**src/rtl/vmem_sched_pkg.sv**
```systemverilog
// Shared types and widths for the video-memory scheduler.
package vmem_sched_pkg;

    localparam int unsigned PIX_W  = 12;
    localparam int unsigned LINE_W = 9;

    typedef enum logic [1:0] {
        ST_IDLE     = 2'd0,
        ST_RD_ISSUE = 2'd1,
        ST_RD_DRAIN = 2'd2,
        ST_WR_ISSUE = 2'd3
    } state_e;

endpackage

```
**src/rtl/vmem_addr_gen.sv**
```systemverilog
// Frame-memory word address: line * LINE_WORDS + word, wrapped to ADDR_W bits.
module vmem_addr_gen
    import vmem_sched_pkg::*;
#(
    parameter int unsigned LINE_WORDS = 320,
    parameter int unsigned ADDR_W     = 18,
    parameter int unsigned WORD_W     = 9
) (
    input  logic [LINE_W-1:0] line_i,
    input  logic [WORD_W-1:0] word_i,
    output logic [ADDR_W-1:0] addr_o
);

    assign addr_o = ADDR_W'(line_i) * ADDR_W'(LINE_WORDS) + ADDR_W'(word_i);

endmodule

```
**src/rtl/vmem_sched.sv**
```systemverilog
// Arbitrates one memory port between display line prefetch (into a ping-pong
// line buffer) and capture line write-back; display fetch has priority.
module vmem_sched
    import vmem_sched_pkg::*;
#(
    parameter int unsigned LINE_WORDS = 320,
    parameter int unsigned ADDR_W     = 18
) (
    input  logic              i_clk,
    input  logic              i_reset_n,
    input  logic              i_line_end,
    input  logic [LINE_W-1:0] i_line_idx,
    input  logic              i_frame_end,
    input  logic              i_cap_req,
    input  logic [LINE_W-1:0] i_cap_line,
    output logic              o_cap_rd,
    input  logic [PIX_W-1:0]  i_cap_data,
    output logic              o_mem_req,
    output logic              o_mem_we,
    output logic [ADDR_W-1:0] o_mem_addr,
    output logic [PIX_W-1:0]  o_mem_wdata,
    input  logic              i_mem_rdy,
    input  logic              i_mem_rvalid,
    input  logic [PIX_W-1:0]  i_mem_rdata,
    output logic              o_lb_we,
    output logic [LINE_W-1:0] o_lb_addr,
    output logic [PIX_W-1:0]  o_lb_data,
    output logic              o_lb_bank,
    output logic              o_underrun,
    input  logic              i_clr
);

    localparam int unsigned     CNT_W     = $clog2(LINE_WORDS + 1);
    localparam logic [CNT_W-1:0] LAST_WORD = CNT_W'(LINE_WORDS - 1);
    localparam logic [CNT_W-1:0] ALL_WORDS = CNT_W'(LINE_WORDS);

    state_e              state_q, state_d;
    logic                line_end_q;
    logic                pend_q, pend_d;
    logic [LINE_W-1:0]   tgt_q, tgt_d;
    logic [LINE_W-1:0]   rd_line_q, rd_line_d;
    logic [LINE_W-1:0]   cap_line_q, cap_line_d;
    logic [CNT_W-1:0]    cmd_cnt_q, cmd_cnt_d;
    logic [CNT_W-1:0]    ret_cnt_q, ret_cnt_d;
    logic                bank_q, bank_d;
    logic                underrun_q, underrun_d;
    logic                lb_we_q, lb_we_d;
    logic [LINE_W-1:0]   lb_addr_q, lb_addr_d;
    logic [PIX_W-1:0]    lb_data_q, lb_data_d;

    logic                trig, in_rd, rx, accept;
    logic [LINE_W-1:0]   tgt_new, ag_line;
    logic [ADDR_W-1:0]   ag_addr;

    assign trig      = i_line_end && !line_end_q;
    assign tgt_new   = i_frame_end ? '0 : i_line_idx + LINE_W'(1);
    assign in_rd     = (state_q == ST_RD_ISSUE) || (state_q == ST_RD_DRAIN);
    assign rx        = i_mem_rvalid && in_rd;
    assign o_mem_req = (state_q == ST_RD_ISSUE) || (state_q == ST_WR_ISSUE);
    assign o_mem_we  = (state_q == ST_WR_ISSUE);
    assign accept    = o_mem_req && i_mem_rdy;
    assign o_cap_rd  = o_mem_we && i_mem_rdy;
    assign ag_line   = o_mem_we ? cap_line_q : rd_line_q;

    vmem_addr_gen #(
        .LINE_WORDS (LINE_WORDS),
        .ADDR_W     (ADDR_W),
        .WORD_W     (CNT_W)
    ) u_addr_gen (
        .line_i (ag_line),
        .word_i (cmd_cnt_q),
        .addr_o (ag_addr)
    );

    assign o_mem_addr  = o_mem_req ? ag_addr : '0;
    assign o_mem_wdata = o_mem_we ? i_cap_data : '0;
    assign o_lb_we     = lb_we_q;
    assign o_lb_addr   = lb_addr_q;
    assign o_lb_data   = lb_data_q;
    assign o_lb_bank   = bank_q;
    assign o_underrun  = underrun_q;

    always_comb begin
        state_d    = state_q;
        pend_d     = pend_q;
        tgt_d      = tgt_q;
        rd_line_d  = rd_line_q;
        cap_line_d = cap_line_q;
        cmd_cnt_d  = cmd_cnt_q;
        ret_cnt_d  = ret_cnt_q;
        bank_d     = bank_q;
        underrun_d = underrun_q;
        lb_we_d    = rx;
        lb_addr_d  = lb_addr_q;
        lb_data_d  = lb_data_q;

        if (rx) begin
            lb_addr_d = LINE_W'(ret_cnt_q);
            lb_data_d = i_mem_rdata;
            ret_cnt_d = ret_cnt_q + CNT_W'(1);
        end

        // A trigger is folded into pend_d first so IDLE can start the fetch in
        // the same cycle; an unstarted pending target is simply overwritten.
        if (trig) begin
            bank_d = !bank_q;
            pend_d = 1'b1;
            tgt_d  = tgt_new;
        end

        if (trig && (pend_q || in_rd)) begin
            underrun_d = 1'b1;
        end else if (i_clr) begin
            underrun_d = 1'b0;
        end

        unique case (state_q)
            ST_IDLE: begin
                if (pend_d) begin
                    state_d   = ST_RD_ISSUE;
                    pend_d    = 1'b0;
                    rd_line_d = tgt_d;
                    cmd_cnt_d = '0;
                    ret_cnt_d = '0;
                end else if (i_cap_req) begin
                    state_d    = ST_WR_ISSUE;
                    cap_line_d = i_cap_line;
                    cmd_cnt_d  = '0;
                end
            end
            ST_RD_ISSUE: begin
                if (accept) begin
                    cmd_cnt_d = cmd_cnt_q + CNT_W'(1);
                    if (cmd_cnt_q == LAST_WORD) begin
                        state_d = ST_RD_DRAIN;
                    end
                end
            end
            ST_RD_DRAIN: begin
                if (ret_cnt_d == ALL_WORDS) begin
                    state_d = ST_IDLE;
                end
            end
            ST_WR_ISSUE: begin
                if (accept) begin
                    cmd_cnt_d = cmd_cnt_q + CNT_W'(1);
                    if (cmd_cnt_q == LAST_WORD) begin
                        state_d = ST_IDLE;
                    end
                end
            end
            default: state_d = ST_IDLE;
        endcase
    end

    always_ff @(posedge i_clk or negedge i_reset_n) begin
        if (!i_reset_n) begin
            state_q    <= ST_IDLE;
            line_end_q <= 1'b0;
            pend_q     <= 1'b0;
            tgt_q      <= '0;
            rd_line_q  <= '0;
            cap_line_q <= '0;
            cmd_cnt_q  <= '0;
            ret_cnt_q  <= '0;
            bank_q     <= 1'b0;
            underrun_q <= 1'b0;
            lb_we_q    <= 1'b0;
            lb_addr_q  <= '0;
            lb_data_q  <= '0;
        end else begin
            state_q    <= state_d;
            line_end_q <= i_line_end;
            pend_q     <= pend_d;
            tgt_q      <= tgt_d;
            rd_line_q  <= rd_line_d;
            cap_line_q <= cap_line_d;
            cmd_cnt_q  <= cmd_cnt_d;
            ret_cnt_q  <= ret_cnt_d;
            bank_q     <= bank_d;
            underrun_q <= underrun_d;
            lb_we_q    <= lb_we_d;
            lb_addr_q  <= lb_addr_d;
            lb_data_q  <= lb_data_d;
        end
    end

endmodule

```
**config.mk**
```make
export PLATFORM = sky130hd
export DESIGN_NAME = vmem_sched
export DESIGN_NICKNAME = d
export VERILOG_FILES = /design/src/rtl/vmem_sched_pkg.sv /design/src/rtl/vmem_addr_gen.sv /design/src/rtl/vmem_sched.sv
export SDC_FILE = /design/constraint.sdc
export NUM_CORES = 1
export LEC_CHECK = 0
export CAP_MARGIN = 20
export CORE_ASPECT_RATIO = 1.4
export CORE_UTILIZATION = 46
export DETAILED_ROUTE_END_ITERATION = 10
export GPL_TIMING_DRIVEN = 0
export PLACE_DENSITY = 0.73
export SKIP_CTS_REPAIR_TIMING = 1
export SLEW_MARGIN = 20
export SYNTH_ARGS = -nofsm -noshare
export SYNTH_HDL_FRONTEND = slang
export SYNTH_SLANG_ARGS = --single-unit
```
**constraint.sdc**
```tcl
create_clock -name i_clk -period 10.9 [get_ports i_clk]
set_clock_uncertainty 0.15 [all_clocks]
set_input_delay 3.27 -clock i_clk [delete_from_list [all_inputs] [get_ports i_clk]]
set_output_delay 3.27 -clock i_clk [all_outputs]
set_load 0.02 [all_outputs]
```
# Word-level counts from Yosys, hierarchy flattened
# Index checks and enable logic that the tools add are counted.
# W data, S select, Z words.
# word_totals
word_cells	73
romBits	0
mem_bits_rw	0
n_memories	0
reg_bits	73
latchBits	0
in_bits	50
out_inout_bits	57
# op_classes
n_mul	1
n_lt_le_gt_ge	0
bitwise_logic	1
shifts	0
reduce_logical	18
div_mod_pow	0
mux	24
n_eq_ne	12
n_addsub	4
# op_table
cell	count
$mux W9	9
$add A9 B1 Y9 const B	3
$add A18 B9 Y18	1
$eq A9 B9 Y1 const B	2
$mux W18	1
$pmux W9 S2	1
$mux W2	7
$mul A9 B3 Y12 const B	1
$mux W12	1
$ne A2 B1 Y1 const B	5
$pmux W2 S4	1
$reduce_and A3 Y1	2
$reduce_and A6 Y1	1
$logic_and A1 B1 Y1	5
$eq A2 B2 Y1 const B	2
$mux W1	4
$reduce_bool A2 Y1	2
$logic_or A1 B1 Y1	3
$ne A3 B3 Y1 const B	1
$eq A2 B1 Y1 const B	1
$logic_not A1 Y1	2
$logic_not A2 Y1	1
$ne A2 B2 Y1 const B	1
$reduce_and A2 Y1	1
2 further kinds	2

# Logic depth before layout (Yosys ltp)
# logic_depth
ltp_word	7
mapped_depth	12
ltp_nobuf	11

# Hierarchy
# A second synthesis with hierarchy kept.
# hier_totals
hier_cells	476
area_unflattened_um2	4405.5
# by_module_without_submodules
module	cells_per_inst	seq_area_each_um2	n_inst	area_each_um2
vmem_sched	395	1826.8	1	3719.8
vmem_addr_gen	81	0.0	1	685.7

# Worst setup path before layout
# OpenSTA, ideal clock, no wires.
# synth_path
kind	flip-flop to output port
from	reg state_q[0]
to	out o_mem_addr[14]
path_slack_ns	3.390
path_buffers	2
stages_incl_launch_ff	13
arrival_time_ns	4.090
t_required_ns	7.480
cell_sequence	dfrtp_1 > ha_1 > buf_2 > clkbuf_1 > mux2_2 > ha_1 > ha_1 > fa_1 > xor2_2 > o2111ai_1 > or3_1 > or3_1 > a21oi_1
# synth_via
elab_chain_cells	5
elab_cells_between_ends	7
classes_between	1 x add/sub; 1 x mul; 2 x eq/ne; 2 x mux; 1 x reduce/logical
# synth_rtl
item	line_no	rtl
start, declared	vmem_sched.sv:37	state_e state_q, state_d;
start signal, assigned	vmem_sched.sv:172	state_q <= state_d;
$eq A2 B2 Y1 (*)	vmem_sched.sv:60	assign o_mem_we = (state_q == ST_WR_ISSUE);
via o_mem_we	vmem_sched.sv:19	output logic o_mem_we,
$mux W9	vmem_sched.sv:63	assign ag_line = o_mem_we ? cap_line_q : rd_line_q;
$mul A9 B3 Y12	vmem_addr_gen.sv:14	assign addr_o = ADDR_W'(line_i) * ADDR_W'(LINE_WORDS) + ADDR_W'(word_i);
$add A18 B9 Y18	vmem_addr_gen.sv:14	
$mux W18 (*)	vmem_sched.sv:75	assign o_mem_addr = o_mem_req ? ag_addr : '0;
end, declared	vmem_sched.sv:20	output logic [ADDR_W-1:0] o_mem_addr,
# The timed path passes the listed nets; every way through them passes the cells marked *.

# Worst setup path in the final report
# layout_path
from	reg state_q[0]
to	out o_mem_addr[14]
# layout_via
elab_chain_cells	5
elab_cells_between_ends	7
classes_between	1 x add/sub; 1 x mul; 2 x eq/ne; 2 x mux; 1 x reduce/logical
# layout_rtl
item	line_no
$eq A2 B2 Y1	vmem_sched.sv:59, vmem_sched.sv:60
$mux W9	vmem_sched.sv:63
$mul A9 B3 Y12	vmem_addr_gen.sv:14
$add A18 B9 Y18	vmem_addr_gen.sv:14
$mux W18 (*)	vmem_sched.sv:75
# Mark *: on every way between the ends. The rest lies on a longest branch, timed or not.

==> results.json <==
{
  "grt_setup_unrepaired": "no",
  "hold-worst-slack_ns": 0.321,
  "drc": 11,
  "comb_power_share": 0.270,
  "powerDensity_nw_per_um2": 136,
  "io_pins": 107,
  "tightest_slew_ns": 0.821,
  "clkSlewWorstSetupHoldPaths_ns": 0.05,
  "via_per_inst": 5.51,
  "syn_nets": 501,
  "overflow": 0,
  "vias": 3612,
  "start_kind": "register",
  "antenna_cells": 0,
  "h-tree-depth": 3,
  "intPower_mw": 0.567,
  "r2r_slack_ns": 8.07,
  "hpwl_mm": 7.71,
  "clock_path_buffers": 2,
  "insertion_delay_ns": 0.33,
  "syn_inst": 429,
  "rows": 41,
  "synth-edff-count": 0,
  "p_clk_frac": 0.340,
  "tns_ns": 0,
  "finalWirelength_mm": 9.99,
  "synth-warning-count": 0,
  "cts_root_buf": "clkbuf_16",
  "nets": 619,
  "core_um2": 9080,
  "drtIter0Drc": 170,
  "avgSynthCellArea_um2": 10.1,
  "synthArstFlopShare": 1.00,
  "power_frac_seq": 0.390,
  "grt_max_degree": 56,
  "seq_area_frac_synth": 0.421,
  "slew_headroom": 0.449,
  "min_path_cells": 2,
  "hold_viol_final": 0,
  "whs_endpoint": "rd_line_q[4]",
  "chipWidth_um": 84.1,
  "period_minus_slack_ns": 8.54,
  "ys.flop_type": "dfrtp_1",
  "netlist.top_cell.by_area": "dfrtp_1",
  "syn-cell-area_um2": 4340,
  "outcome": "complete, but fails checks",
  "max_freq_mhz": 117,
  "chipHeight_um": 117,
  "hp-start": "rd_line_q[4]",
  "portBuffers": 106,
  "r2r_end": "state_q[1]",
  "hold_path.class": "reg -> reg",
  "synth_most_common_cell": "dfrtp_1",
  "netSwitchingPower_mw": 0.228,
  "swShare": 0.287,
  "dr.pass1.iters": 7,
  "cts_sinks": 73,
  "maxSlewViolCount": 0,
  "final_util": 0.642,
  "final_area_um2": 5830,
  "crit_type": "reg -> out",
  "fp.dieArea_um2": 9830,
  "grt_pass1_vias": 3613,
  "place_area_um2": 5560,
  "area_delta_synth_final_pct": 34.3,
  "synth_top_cell_area_share": 0.421,
  "cap_viol_max_count": 0,
  "cts_tree": "built",
  "ant_nets": 0,
  "grtUsageTotal": 0.217,
  "endpoint_kind": "primary output",
  "p_leak_nw": 2.65,
  "gp_congestion": 0.835,
  "initial_utilization": 0.478,
  "critPathArrivalTime_ns": 5.12,
  "final_layout_size_suffix_gt1_frac": 0.124,
  "routedWlPerCell_um": 15.2,
  "reg2reg_from": "state_q[0]",
  "antenna_found_initial": 0,
  "timing.final.crit_share": 0.784,
  "ir_worst_vdd_mv": 0.107,
  "violations": "DRC",
  "grt_pass1_wl_mm": 16.9,
  "yosys-top-cells-count": "dfrtp_1 (73), mux2_2 (38), nand2_1 (35)",
  "setup-violations-final": 0,
  "yosysUniqueCellTypes": 63,
  "r2r_cells": 8,
  "synth_seq_cells": 73,
  "netlist_top_cells_area": "dfrtp_1 (42%), mux2_2 (9.9%), ha_1 (5.8%), and2_1 (3.5%), xnor2_1 (3.2%)",
  "totalPowerFinal_mw": 0.795,
  "worstPathRequired_ns": 7.48,
  "crit_path_max_fanout": 12,
  "cts_buffers": 9
}
==> layout make-up <==
| cell class | count | area, µm² |
|---|---|---|
| fillers | 761 | 3250 |
| well taps | 107 | 134 |
| clock buffers | 13 | 270 |
| plain buffers | 11 | 43.8 |
| repair buffers | 107 | 1090 |
| multi-input cells | 332 | 2420 |
| flip-flops and latches | 73 | 1830 |
| inverters | 13 | 48.8 |
==> routing by layer <==
metal	track usage	share of wire	vias up
met5	0	0	-
met4	0.100	0.018	0
met3	0.0512	0.058	13
met2	0.385	0.52	107
met1	0.251	0.41	1728
li1	-	-	1764
==> critical path: stages (launching register included) <==
cell and delay, ns:
dfrtp_1 0.54, ha_1 0.22, buf_2 0.26, clkbuf_1 0.40, mux2_2 0.43, ha_1 0.28
ha_1 0.23, fa_1 0.45, xor2_2 0.25, o2111ai_1 0.19, or3_1 0.43, or3_1 0.36
a21oi_1 0.13, clkdlybuf4s50_1 0.62
==> cell families after synthesis <==
| logic type | count (synthesis) | share of synthesized area |
|---|---|---|
| fa+ha+maj | 22 | 0.0669 |
| compound gates | 67 | 0.104 |
| buf+inv | 24 | 0.0213 |
| mux | 46 | 0.118 |
| xor+xnor | 30 | 0.0623 |
| simple gates | 167 | 0.206 |
| flops | 73 | 0.421 |
==> worst max-delay path by stage <==
| stage | start | end | slack [ns] |
|---|---|---|---|
| 6_report | state_q[0] | o_mem_addr[14] | 2.36 |
| 4_1_cts | state_q[0] | o_mem_addr[14] | 2.34 |
| 2_1_floorplan | state_q[0] | o_mem_addr[14] | 3.39 |
| 5_1_grt | state_q[0] | o_mem_addr[14] | 2.07 |
| 3_3_place_gp | state_q[0] | o_mem_addr[14] | 2.73 |
| 3_5_place_dp | state_q[0] | o_mem_addr[14] | 2.69 |
==> power groups by stage <==
| stage | logic [mW] | clock network, mW | registers (mW) |
|---|---|---|---|
| finish | 0.215 | 0.270 | 0.310 |
| global route | 0.235 | 0.287 | 0.314 |
| CTS | 0.218 | 0.277 | 0.310 |
| detailed placement | 0.217 | 0 | 0.315 |
| global placement | 0.212 | 0 | 0.314 |
| floorplan | 0.117 | 0 | 0.314 |
==> registers in the layout, summed over array words and instances, names as in the netlist <==
name,count
cmd_cnt_q,9
o_lb_data,12
tgt_q,9
line_end_q,1
o_lb_bank,1
rd_line_q,9
state_q,2
o_lb_we,1
o_underrun,1
pend_q,1
cap_line_q,9
ret_cnt_q,9
o_lb_addr,9
==> cells in the final DEF, fill, tap and decap left out, types with 5 or more instances in the layout <==
cell type	count
clkdlybuf4s50_1	105
dfrtp_1	73
mux2_2	38
nand2_1	35
nor2_1	34
o21ai_0	25
and2_1	24
ha_1	20
xnor2_1	16
nand3_1	13
xor2_1	13
inv_1	10
nor3_1	9
clkbuf_16	9
clkbuf_1	8
nand4_1	7
a21oi_1	7
mux2i_1	7
or3_1	6
and3_1	5
o31ai_1	5
nor2b_1	5
==> stage by stage <==
stage / cells / setup slack (ns)
3_3_place_gp: 642 / 2.73
4_1_cts: 656 / 2.34
3_5_place_dp: 643 / 2.69
5_1_grt: 656 / 2.07
2_1_floorplan: 429 / 3.39
6_report: 656 / 2.36
Power figures use the tool's default switching activity.
